**config.mk**
```make
export PLATFORM = sky130hd
export DESIGN_NAME = cmp_ref
export DESIGN_NICKNAME = d
export VERILOG_FILES = /design/src/rtl/cmp_ref.sv
export SDC_FILE = /design/constraint.sdc
export NUM_CORES = 1
export LEC_CHECK = 0
export CAP_MARGIN = 10
export CORE_AREA = 3 3 40 42
export DETAILED_ROUTE_END_ITERATION = 16
export DIE_AREA = 0 0 43 45
export PLACE_DENSITY = 0.56
export SYNTH_ARGS = -nofsm -noshare
export SYNTH_HDL_FRONTEND = slang
export SYNTH_SLANG_ARGS = --single-unit
```
**constraint.sdc**
```tcl
create_clock -name vclk -period 1.23
set_input_delay 0.1845 -clock vclk [all_inputs]
set_output_delay 0.1845 -clock vclk [all_outputs]
set_load 0.02 [all_outputs]
```
**src/rtl/cmp_ref.sv**
```systemverilog
// cmp_ref: combinational reference unsigned magnitude compare.
// Ports: a, b operands in; greater_exp (a>b), less_exp (a<b) out.
module cmp_ref #(
  parameter int WIDTH = 8
) (
  input  logic [WIDTH-1:0] a,
  input  logic [WIDTH-1:0] b,
  output logic             greater_exp,
  output logic             less_exp
);

  assign greater_exp = a > b;
  assign less_exp    = a < b;

endmodule

```
==> results.sh, run 1 <==
export IMPL_ys_types=11
export IMPL_fin_crit_ps=1390
export IMPL_crit_top_cell="buf_6"
export IMPL_synthCells=29
export IMPL_critPathCaptureType="output pin"
export IMPL_cp_start_kind="primary input"
export IMPL_yosys_area_share_adder=0.473
export IMPL_hold_class="in2out"
export IMPL_fin_nets=73
export IMPL_fin_cells=62
export IMPL_fp_row_count=13
export IMPL_vdd_drop_max_uv=173
export IMPL_rsz0062_at_grt="yes"
export IMPL_seq_cell_count=0
export IMPL_crit_chain="buf_6, inv_4, ha_4, nor2b_4, o211ai_2, a21oi_2, o21ba_4, buf_6"
export IMPL_syn2layout_area_growth_pct=121
export IMPL_fillers=153
export IMPL_avgSynthCellArea_sq_um=7.29
export IMPL_grt_pass1_wl_microns=1150
export IMPL_dp_hpwl_microns=469
export IMPL_maxCapViolCount=0
export IMPL_synth_xor_area_frac=0
export IMPL_die_area_sq_um=1940
export IMPL_detailedPlace_worstSlack_ps=-1060
export IMPL_io_buffers=18
export IMPL_finalHoldViolCount=0
export IMPL_muxShareOfSynthArea=0
export IMPL_clockBufferCount=0
export IMPL_cp_endpoint="greater_exp"
export IMPL_timing_fmax_mhz=720
export IMPL_vias=262
export IMPL_drcViolationCount=0
export IMPL_cp_num_cells=8
export IMPL_violations="negative setup slack"
export IMPL_drive_above_1_share=0.745
export IMPL_place_congestion=0.597
export IMPL_hold_ws_ps=955
export IMPL_relSlewSlack=0.846
export IMPL_die_x_microns=43
export IMPL_num_antenna_cells=0
export IMPL_first_global_vias=270
export IMPL_syn_nets=53
export IMPL_final_setup_worst_slack_ps=-158
export IMPL_worstPathMaxFanout=2
export IMPL_cts_setup_buffers=0
export IMPL_final_area_sq_um=468
export IMPL_routed_wl_microns=655
export IMPL_synth_area_leaders="ha_1, inv_1, a21oi_1"
export IMPL_placed_cell_area_sq_um=439
export IMPL_wire_per_inst_microns=10.6
export IMPL_yosys_area_top_type_share=0.473
export IMPL_ctsHoldBuffers=0
export IMPL_arrival_ps=1200
export IMPL_cp_data_required_time_ps=1050
export IMPL_cp_slowest_cell="ha_4"
export IMPL_yosys_area_share_simple=0.142
export IMPL_die_h_microns=45
export IMPL_yosysSeqAreaShare=0
export IMPL_setup_viol=2
export IMPL_synth_top_family_by_area="adder cells"
export IMPL_yosysTopAreaCell="ha_1"
export IMPL_synth_compound_area_frac=0.243
export IMPL_fin_crit_sh=1.13
export IMPL_firstDrtPassIters=4
export IMPL_grt_usage=0.0746
export IMPL_overflow=0
export IMPL_viasPerCell=4.23
export IMPL_yosys_warnings=0
export IMPL_critical_path_top_delay_family="compound AO/OA/AOI/OAI gates"
export IMPL_ant_nets=0
export IMPL_drt_iter0_drc=4
export IMPL_place_inst=62
export IMPL_leakagePower_nw=0.209
export IMPL_crit_buf_inv=3
export IMPL_drv_slew=0
export IMPL_io_pin_count=18
export IMPL_max_stage_delay_ps=250
export IMPL_power_density_nw_per_um2=383
export IMPL_status="complete, but fails checks"
export IMPL_regArea_sq_um=0
export IMPL_initial_core_util=0.165
export IMPL_coreArea_sq_um=1280
export IMPL_grt_max_degree=4
export IMPL_synth_area_sq_um=211
export IMPL_startpoint="b[1]"
export IMPL_worstSetupPathType="in2out"
export IMPL_worst_pin_slew_ps=229
export IMPL_antenna_found_initial=0
[repair_timing]
| action | in CTS | in global routing |
|---|---|---|
| endpoints found under the setup margin | 2 | 2 |
| pin swaps | 13 | 3 |
| resized for setup | 77 | 1 |
[cell type report]
type               instances  area, sq um  share of cell area
multi-input cells         21          279               0.596
repair buffers            18          138               0.294
inverters                  8         32.5              0.0695
well taps                 15         18.8              0.0401
[synthesized netlist by cell type]
| master | instances |
|---|---|
| nor2_1 | 2 |
| a21oi_1 | 3 |
| o21ba_1 | 1 |
| nor2b_1 | 1 |
| ha_1 | 8 |
| a21oi_2 | 1 |
| nand2_1 | 1 |
| inv_1 | 8 |
| o211ai_2 | 1 |
| o21ai_0 | 1 |
| nand4_1 | 2 |
[cell usage in the layout, fill, tap and decap left out]
| cell | count |
|---|---|
| a21oi_1 | 2 |
| buf_2 | 9 |
| clkbuf_2 | 1 |
| clkdlybuf4s15_2 | 2 |
| o21ba_4 | 1 |
| inv_1 | 2 |
| ha_4 | 6 |
| clkdlybuf4s15_1 | 2 |
| ha_1 | 1 |
| nor2_1 | 1 |
| a21oi_2 | 2 |
| nand4_1 | 2 |
| buf_6 | 4 |
| o211ai_2 | 1 |
| inv_4 | 1 |
| nand2_1 | 1 |
| o21ai_1 | 1 |
| nor2_2 | 1 |
| nor2b_4 | 1 |
| ha_2 | 1 |
| inv_2 | 5 |
[through the flow]
step | utilization | total power, W | TNS (ps)
4_1_cts | 0.368 | 0.000177 | -255
2_1_floorplan | - | 0.0000814 | 0
5_1_grt | 0.364 | 0.000202 | -392
6_report | 0.364 | 0.000179 | -245
3_3_place_gp | 0.342 | 0.000162 | -2040
3_5_place_dp | 0.342 | 0.000161 | -2040
[layer usage]
layer | up-vias | wire length [microns] | track usage
met5 | - | 0 | 0
met4 | 0 | 0 | 0
met3 | 0 | 74 | 0.0159
met2 | 14 | 314 | 0.135
met1 | 113 | 267 | 0.0976
li1 | 135 | - | -
[power breakdown]
group / total, W / switching [W] / leakage [nW] / internal [W]
Combinational: 0.000179 / 0.0000776 / 0.209 / 0.000102
Sequential: 0 / 0 / 0 / 0
Clock: 0 / 0 / 0 / 0
[kinds of logic after synthesis]
logic type	count (synthesis)
buf+inv	8
compound gates	7
fa+ha+maj	8
simple gates	6
[worst min path at each step]
| stage | start | endpoint | slack (ps) | cells after the start |
|---|---|---|---|---|
| 2_1_floorplan | a[7] | less_exp | 730 | 4 |
| 3_3_place_gp | b[7] | less_exp | 1710 | 7 |
| 3_5_place_dp | b[7] | less_exp | 1700 | 7 |
| 4_1_cts | a[7] | less_exp | 930 | 6 |
| 5_1_grt | a[6] | less_exp | 1000 | 6 |
| 6_report | a[6] | less_exp | 960 | 6 |
[tightest hold or removal path: cells and delay by family]
kind / cells / cell delay, ps
buf+inv: 2 / 230
simple gates: 1 / 70
fa+ha+maj: 1 / 110
compound gates: 2 / 180
Note: power is estimated with default switching activity, not from simulation.
==> inputs of run 2 (changes only) <==
--- a/config.mk
+++ b/config.mk
@@ -5,10 +5,12 @@
 export SDC_FILE = /design/constraint.sdc
 export NUM_CORES = 1
 export LEC_CHECK = 0
+export ABC_AREA = 0
 export CAP_MARGIN = 10
 export CORE_AREA = 3 3 40 42
 export DETAILED_ROUTE_END_ITERATION = 16
 export DIE_AREA = 0 0 43 45
+export GPL_TIMING_DRIVEN = 0
 export PLACE_DENSITY = 0.56
 export SYNTH_ARGS = -nofsm -noshare
 export SYNTH_HDL_FRONTEND = slang
==> run 2 against run 1 <==
Fmax increased by 0.18%. Routed wire length decreased by 4.4%. Final area grew 2.7%. Via count rose by 2.3%. The run still ends with negative setup slack left. Worst setup slack better by 2.5 ps. Total power grew 2.7%. Global-route usage down 0.75 points. Highest routed layer unchanged.
==> results.sh, run 2 (synthesis results as in run 1) <==
export IMPL_coreArea_sq_um=1280
export IMPL_status="complete, but fails checks"
export IMPL_detailedPlace_worstSlack_ps=-1060
export IMPL_io_pin_count=18
export IMPL_grt_pass1_wl_microns=1040
export IMPL_critPathCaptureType="output pin"
export IMPL_cp_data_required_time_ps=1050
export IMPL_drcViolationCount=0
export IMPL_maxCapViolCount=0
export IMPL_regArea_sq_um=0
export IMPL_ant_nets=0
export IMPL_viasPerCell=4.32
export IMPL_worstPathMaxFanout=2
export IMPL_drive_above_1_share=0.766
export IMPL_overflow=0
export IMPL_finalHoldViolCount=0
export IMPL_place_congestion=0.628
export IMPL_place_inst=62
export IMPL_fp_row_count=13
export IMPL_vias=268
export IMPL_die_area_sq_um=1940
export IMPL_fin_cells=62
export IMPL_relSlewSlack=0.897
export IMPL_worst_pin_slew_ps=154
export IMPL_leakagePower_nw=0.211
export IMPL_final_setup_worst_slack_ps=-156
export IMPL_power_density_nw_per_um2=384
export IMPL_drt_iter0_drc=1
export IMPL_timing_fmax_mhz=722
export IMPL_first_global_vias=282
export IMPL_arrival_ps=1200
export IMPL_drv_slew=0
export IMPL_routed_wl_microns=626
export IMPL_die_x_microns=43
export IMPL_worstSetupPathType="in2out"
export IMPL_rsz0062_at_grt="yes"
export IMPL_hold_class="in2out"
export IMPL_initial_core_util=0.165
export IMPL_vdd_drop_max_uv=155
export IMPL_setup_viol=2
export IMPL_firstDrtPassIters=2
export IMPL_clockBufferCount=0
export IMPL_grt_max_degree=4
export IMPL_wire_per_inst_microns=10.1
export IMPL_die_h_microns=45
export IMPL_violations="negative setup slack"
export IMPL_mostFrequentLayoutCell="buf_2"
export IMPL_fin_crit_ps=1390
export IMPL_seq_cell_count=0
export IMPL_num_antenna_cells=0
export IMPL_multi_input_area_sq_um=287
export IMPL_antenna_found_initial=0
export IMPL_fillers=143
export IMPL_syn2layout_area_growth_pct=127
export IMPL_cp_start_kind="primary input"
export IMPL_io_buffers=18
export IMPL_grt_usage=0.0672
export IMPL_total_power_w=0.000184
export IMPL_fin_crit_sh=1.13
export IMPL_ctsHoldBuffers=0
export IMPL_fin_nets=73
export IMPL_layout_common_cells="buf_2, ha_4, inv_2"
[run 2: cell types whose count changed in the layout (fill, tap and decap cells not counted)]
| cell | delta |
|---|---|
| a21oi_1 | -1 |
| a21oi_2 | +1 |
| clkbuf_2 | -1 |
| clkdlybuf4s15_1 | +1 |
| o21ai_1 | -1 |
| o21ai_2 | +1 |
[run 2: final timing paths]
kind	to	slack, ps	cells after the start	from
max	greater_exp	-160	8	b[1]
min	less_exp	860	6	a[7]
[run 2: power breakdown]
| group | total, W | switching (W) | internal (W) |
|---|---|---|---|
| sequential | 0 | 0 | 0 |
| combinational | 0.000184 | 0.0000798 | 0.000105 |
| clock | 0 | 0 | 0 |
| total | 0.000184 | 0.0000798 | 0.000105 |
[run 2: metal layers]
layer / vias up / part of all wire / wire [microns] / global-route usage
li1: 136 / - / - / -
met1: 118 / 0.38 / 235 / 0.0762
met2: 14 / 0.48 / 302 / 0.129
met3: 0 / 0.14 / 88 / 0.0239
met4: 0 / 0 / 0 / 0
met5: - / 0 / 0 / 0
[run 2: final cells by class]
| type | instances | area share |
|---|---|---|
| multi-input combinational | 21 | 0.596 |
| timing repair buffer | 18 | 0.297 |
| inverter | 8 | 0.0677 |
| tap | 15 | 0.0391 |
[run 2: critical path, cell delays in order]
cell and delay (ps):
buf_6 90, inv_4 40, ha_4 190, nor2b_4 120, o211ai_2 150, a21oi_2 90
o21ba_4 200, buf_6 120
[run 2: timing repair]
item | CTS | global route
pin swaps | 14 | 6
buffers inserted | 0 | 0
endpoints found under the setup margin | 2 | 2
resized for setup | 79 | 1
[run 2: metrics by stage]
| step | utilization | area, sq um | TNS, ps | hold slack [ps] |
|---|---|---|---|---|
| floorplan | - | 240 | 0 | 734 |
| global placement | 0.342 | 439 | -2050 | 1710 |
| detailed placement | 0.342 | 439 | -2050 | 1720 |
| CTS | 0.379 | 487 | -243 | 866 |
| global route | 0.374 | 480 | -346 | 895 |
| finish | 0.374 | 480 | -230 | 858 |
